File: src/rtl/imem_loader.sv
// imem_loader: boot-time instruction memory writer fed by a framed byte stream.
// Latency: write strobe, done and err are registered one cycle after the deciding byte.
// Backpressure: il_o_ready is high only while the frame is being consumed; stalls leave state unchanged.
//
// Frame: 16-bit word count N (MSB first), 4N data bytes (words MSB first), one XOR checksum byte
// covering the data bytes only.
// Ports:
//   il_clk, il_rst              clock, asynchronous active-high reset
//   il_i_start                  one-cycle pulse, begins a load from IDLE/DONE/ERR
//   il_i_valid/il_i_byte        byte stream in, il_o_ready accepts
//   il_o_we/il_o_addr/il_o_wdata registered instruction memory write port
//   il_o_hold                   keeps the core in reset until a good frame completes
//   il_o_done/il_o_err          sticky load outcome
module imem_loader #(
    parameter int                  IWIDTH    = 32,
    parameter int                  PC_WIDTH  = 32,
    parameter int                  DEPTH     = 1024,
    parameter logic [PC_WIDTH-1:0] BASE_ADDR = '0
) (
    input  logic                il_clk,
    input  logic                il_rst,
    input  logic                il_i_start,
    input  logic                il_i_valid,
    input  logic [7:0]          il_i_byte,
    output logic                il_o_ready,
    output logic                il_o_we,
    output logic [PC_WIDTH-1:0] il_o_addr,
    output logic [IWIDTH-1:0]   il_o_wdata,
    output logic                il_o_hold,
    output logic                il_o_done,
    output logic                il_o_err
);

    typedef enum logic [2:0] {
        S_IDLE,
        S_LEN_HI,
        S_LEN_LO,
        S_DATA,
        S_CHECK,
        S_DONE,
        S_ERR
    } state_t;

    state_t              r_state;
    state_t              w_next;

    logic [7:0]          r_len_hi;
    logic [15:0]         r_len;
    logic [15:0]         r_idx;
    logic [1:0]          r_bcnt;
    logic [23:0]         r_shift;
    logic [7:0]          r_xor;
    logic                r_we;
    logic [PC_WIDTH-1:0] r_addr;
    logic [IWIDTH-1:0]   r_wdata;
    logic                r_hold;
    logic                r_done;
    logic                r_err;

    logic                w_accept;
    logic                w_start_ok;
    logic [15:0]         w_len;
    logic                w_len_big;
    logic                w_last_byte;
    logic                w_last_word;
    logic [31:0]         w_word;

    assign w_accept    = il_i_valid && il_o_ready;
    assign w_start_ok  = il_i_start &&
                         (r_state == S_IDLE || r_state == S_DONE || r_state == S_ERR);
    assign w_len       = {r_len_hi, il_i_byte};
    assign w_len_big   = (32'(w_len) > 32'(DEPTH));
    assign w_last_byte = (r_bcnt == 2'd3);
    // r_len >= 1 whenever DATA is entered, so N-1 never underflows here.
    assign w_last_word = (r_idx == r_len - 16'd1);
    assign w_word      = {r_shift, il_i_byte};

    always_ff @(posedge il_clk or posedge il_rst) begin
        if (il_rst) begin
            r_state <= S_IDLE;
        end else begin
            r_state <= w_next;
        end
    end

    always_comb begin
        w_next     = r_state;
        il_o_ready = 1'b0;
        case (r_state)
            S_IDLE: begin
                if (il_i_start) w_next = S_LEN_HI;
            end
            S_LEN_HI: begin
                il_o_ready = 1'b1;
                if (w_accept) w_next = S_LEN_LO;
            end
            S_LEN_LO: begin
                il_o_ready = 1'b1;
                if (w_accept) begin
                    if (w_len_big)          w_next = S_ERR;
                    else if (w_len == 16'd0) w_next = S_CHECK;
                    else                    w_next = S_DATA;
                end
            end
            S_DATA: begin
                il_o_ready = 1'b1;
                if (w_accept && w_last_byte && w_last_word) w_next = S_CHECK;
            end
            S_CHECK: begin
                il_o_ready = 1'b1;
                if (w_accept) w_next = (il_i_byte == r_xor) ? S_DONE : S_ERR;
            end
            S_DONE, S_ERR: begin
                if (il_i_start) w_next = S_LEN_HI;
            end
            default: w_next = S_IDLE;
        endcase
    end

    always_ff @(posedge il_clk or posedge il_rst) begin
        if (il_rst) begin
            r_len_hi <= '0;
            r_len    <= '0;
            r_idx    <= '0;
            r_bcnt   <= '0;
            r_shift  <= '0;
            r_xor    <= '0;
            r_we     <= 1'b0;
            r_addr   <= BASE_ADDR;
            r_wdata  <= '0;
            r_hold   <= 1'b1;
            r_done   <= 1'b0;
            r_err    <= 1'b0;
        end else begin
            r_we <= 1'b0;
            // A new load re-arms hold and clears the per-frame bookkeeping.
            if (w_start_ok) begin
                r_done <= 1'b0;
                r_err  <= 1'b0;
                r_hold <= 1'b1;
                r_idx  <= '0;
                r_xor  <= '0;
                r_bcnt <= '0;
            end
            case (r_state)
                S_LEN_HI: begin
                    if (w_accept) r_len_hi <= il_i_byte;
                end
                S_LEN_LO: begin
                    if (w_accept) begin
                        r_len <= w_len;
                        if (w_len_big) r_err <= 1'b1;
                    end
                end
                S_DATA: begin
                    if (w_accept) begin
                        r_xor   <= r_xor ^ il_i_byte;
                        r_shift <= w_word[23:0];
                        r_bcnt  <= r_bcnt + 2'd1;
                        if (w_last_byte) begin
                            r_we    <= 1'b1;
                            r_wdata <= IWIDTH'(w_word);
                            r_addr  <= BASE_ADDR + (PC_WIDTH'(r_idx) << 2);
                            r_idx   <= r_idx + 16'd1;
                        end
                    end
                end
                S_CHECK: begin
                    if (w_accept) begin
                        if (il_i_byte == r_xor) begin
                            r_done <= 1'b1;
                            r_hold <= 1'b0;
                        end else begin
                            r_err <= 1'b1;
                        end
                    end
                end
                default: ;
            endcase
        end
    end

    assign il_o_we    = r_we;
    assign il_o_addr  = r_addr;
    assign il_o_wdata = r_wdata;
    assign il_o_hold  = r_hold;
    assign il_o_done  = r_done;
    assign il_o_err   = r_err;

endmodule

File: config.mk
export PLATFORM = sky130hd
export DESIGN_NAME = imem_loader
export DESIGN_NICKNAME = d
export VERILOG_FILES = /design/src/rtl/imem_loader.sv
export SDC_FILE = /design/constraint.sdc
export NUM_CORES = 1
export LEC_CHECK = 0
export CORE_MARGIN = 2
export CORE_UTILIZATION = 50
export CTS_CLUSTER_SIZE = 25
export DETAILED_ROUTE_END_ITERATION = 8
export GPL_TIMING_DRIVEN = 0
export PLACE_DENSITY = 0.73
export SLEW_MARGIN = 20
export SYNTH_ARGS = -nofsm -noshare
export SYNTH_HDL_FRONTEND = slang
export SYNTH_SLANG_ARGS = --single-unit
File: constraint.sdc
create_clock -name il_clk -period 6 [get_ports il_clk]
set_input_delay 1.5 -clock il_clk [delete_from_list [all_inputs] [get_ports il_clk]]
set_output_delay 1.5 -clock il_clk [all_outputs]
set_load 0.02 [all_outputs]
==> summary.txt <==
Placement
  • GPL Wtd Cong: 0.9194
  • Half-perimeter wire length after placement: 10590 um
  • Placed Instances: 899
  • IO buf count: 63
  • Post-DP Area: 0.007043 mm^2
  • Pre-CTS WS: 1.732 ns

Die
  • Rows: 40
  • Core area: 0.01201 mm^2
  • Chip width: 114.8 um
  • Io pins: 81
  • Initial Utilization: 51.11%
  • Die height: 114.8 um
  • Die area: 0.01318 mm^2

Setup path
  • Crit-path cells: buf_2, nor2_1, xor2_1, inv_1, clkdlybuf4s50_1
  • Setup CP Type: flop to primary output
  • Reg2reg start: r_len[0]
  • Crit Path Max Fanout: 10
  • Worst path required time: 4.50 ns
  • CP max stage cell: xor2_1
  • Worst setup EP type: primary output
  • CP Launch Type: flop
  • CP Data Arrival Time: 2.42 ns
  • Critical path startpoint: r_state[1]
  • CP top delay family: buffers and inverters
  • Number of buffer and inverter stages on the critical path: 3
  • CP max stage delay: 0.61 ns

Clock network
  • Worst-Skew Late Latency: 0.43 ns
  • Post-CTS sizing: 0
  • # clock sinks: 129
  • CTS tree: yes
  • Htree depth: 4
  • Hold_buf cts: 0
  • CTS Buffer Depth: 2
  • Worst-path clk slew: 0.06 ns
  • Clock buffer count from CTS: 17
  • Number of setup buffers added after CTS: 0
  • CTS Root Buffer Type: clkbuf_16

STA
  • Peak Freq: 0.2550 GHz
  • Final setup violating endpoints: 0
  • RSZ-0062 raised after global routing: no
  • Headroom to the max-slew limit: 41.00%
  • Worst-margin pin slew: 0.8791 ns
  • Final period utilization: 65.35%
  • Final slew viol count: 0
  • Setup ws final: 2.079 ns
  • Worst Skew: 0.01185 ns
  • Setup_tns: 0 ns
  • Final Hold Fails: 0
  • Clock period minus final worst setup slack: 3.921 ns

Synthesis
  • EDFF count, synth: 0
  • Post-synthesis cell area: 0.006140 mm^2
  • Ys async rst share: 100.0%
  • Post-synthesis register bit count: 129
  • Top cell type's share of synthesized area: 52.17%
  • Synth unique cells: 58
  • Leading area contributor after synthesis: dfrtp_1
  • Synth cell count leaders: nand2_1, dfrtp_1, nor2_1, o21ai_0, clkbuf_1
  • Dominant cells by area after synthesis: dfrtp_1, nand2_1, mux2_2
  • Warnings from Yosys: 0
  • Most frequent cell after synthesis: nand2_1
  • Avg Inst Size Synth: 9.123 um^2
  • Ys flop type: dfrtp_1
  • Register area share after synthesis: 52.60%
  • Post-Synthesis Cells: 673

Global routing
  • First-pass GRT wire length: 25050 um
  • Largest net degree at the start of global routing: 82
  • Gr usage total: 24.70%
  • Initial antenna violation count: 0
  • Vias in the first global route: 4970
  • Gr ovfl total: 0

Route
  • Wirelength per Cell: 16.31 um
  • Initial DRC count: 451
  • DR DRC count: 0
  • Post-route ant nets: 0
  • DR pass1 iterations: 5
  • Vias per cell: 5.491
  • Detailed-route via count: 5112
  • Routed WL: 15180 um

Final layout
  • Layout cells sized above 1: 10.59%
  • Area grow syn2layout: 24.66%
  • Util after Layout: 63.72%
  • # diodes: 0
  • Final #Nets: 786
  • Fin area: 0.007654 mm^2
  • Filler instances: 991
  • Cell Count, Final, Fillers Out: 931

Job
  • Max Cap Viol: 0

Power and ir drop
  • PwrDens: 466.7 mW/mm^2
  • Pleak: 3.682 nW
  • VDD IR max: 0.2406 mV

Worst hold path
  • Hold wc startpoint: il_o_wdata[26]
  • Worst min path class: flop to flop

Run status
  • Status: complete, no violations
-- flip-flops by register name, summed over array words and instances, names as in the netlist, 2 cells and up --
| register | cells |
|---|---|
| r_shift | 24 |
| r_len | 16 |
| il_o_wdata | 32 |
| r_xor | 8 |
| r_len_hi | 8 |
| r_idx | 16 |
| il_o_addr | 16 |
| r_state | 3 |
| r_bcnt | 2 |
-- metal layers --
layer	GRT usage [%]	up-vias	part of all wire, %
met3	6.062	42	5.8
met2	38.78	209	47
met4	11.00	0	3.4
li1	-	2400	-
met5	0	-	0
met1	32.90	2461	44
-- stage by stage --
stage	hold slack, ns	total power (W)
finish	0.4713	0.003572
global route	0.4988	0.003771
CTS	0.4743	0.003565
detailed placement	0.4620	0.002499
global placement	0.4573	0.002439
floorplan	0.4386	0.002112
-- cell usage in the layout, fill, tap and decap left out, drive strengths merged, types with 3 or more instances in the layout --
cell | Yosys | routed
nor2b | 3 | 3
nand4 | 7 | 7
o22ai | 3 | 3
nand2b | 3 | 3
mux2 | 20 | 20
a32o | 3 | 3
clkdlybuf4s50 | 0 | 63
inv | 11 | 18
or4 | 3 | 3
clkbuf | 28 | 46
clkinv | 1 | 5
ha | 3 | 3
dfrtp | 128 | 128
o211ai | 3 | 3
nand2 | 241 | 241
and4 | 4 | 4
nand3 | 14 | 14
conb | 1 | 16
a311oi | 3 | 3
nor2 | 32 | 32
nor3 | 12 | 12
a21oi | 7 | 7
xor2 | 19 | 19
o21ai | 33 | 33
nand4b | 3 | 3
xnor2 | 18 | 18
nor4 | 6 | 6
mux2i | 6 | 6
buf | 21 | 22
-- tightest hold or removal path: stages (launching register included) --
cell and delay, ns:
dfrtp_1 0.34, nand2_1 0.05, nand2_1 0.05
-- logic make-up (layout without fill, tap and decap cells) --
kind of cell               after synthesis  count (layout)  share of synthesized area [%]
AOI/OAI and AO/OA                       71              71                          7.357
xor gates and xnor gates                38              38                          5.645
adders and majority gates                3               3                         0.6114
buffers and inverters                   61             157                          4.891
DFF                                    129             129                          52.60
muxes                                   26              26                          4.647
other                                    1              16                        0.06108
and+or+nand+nor                        344             344                          24.19
-- power by group --
group / internal, W / leakage (nW) / total [W] / switching, W
sequential: 0.00113 / 1.70 / 0.00135 / 0.000219
clock: 0.000635 / 0.295 / 0.00106 / 0.000420
combinational: 0.000508 / 1.68 / 0.00117 / 0.000662
-- final timing paths --
check,endpoint,slack [ns],depth (start not counted)
max reg2reg,r_state[1],3.04,9
min,il_o_wdata[26],0.47,2
max,il_o_ready,2.08,5
min reg2reg,il_o_wdata[26],0.47,2
min in group asynchronous,il_o_addr[8],1.47,2
max in group asynchronous,il_o_hold,3.76,3
-- layout make-up --
cell class              count  area [um^2]  share of cell area, %
clock buffers              18        439.2                  5.738
inverters                  12        50.05                 0.6539
repair buffers             64        658.1                  8.599
well taps                 147        183.9                  2.403
plain buffers              49        255.2                  3.335
flip-flops and latches    129         3229                  42.19
clock inverters            14        166.4                  2.174
multi-input cells         498         2671                  34.90
Power figures use the tool's default switching activity.
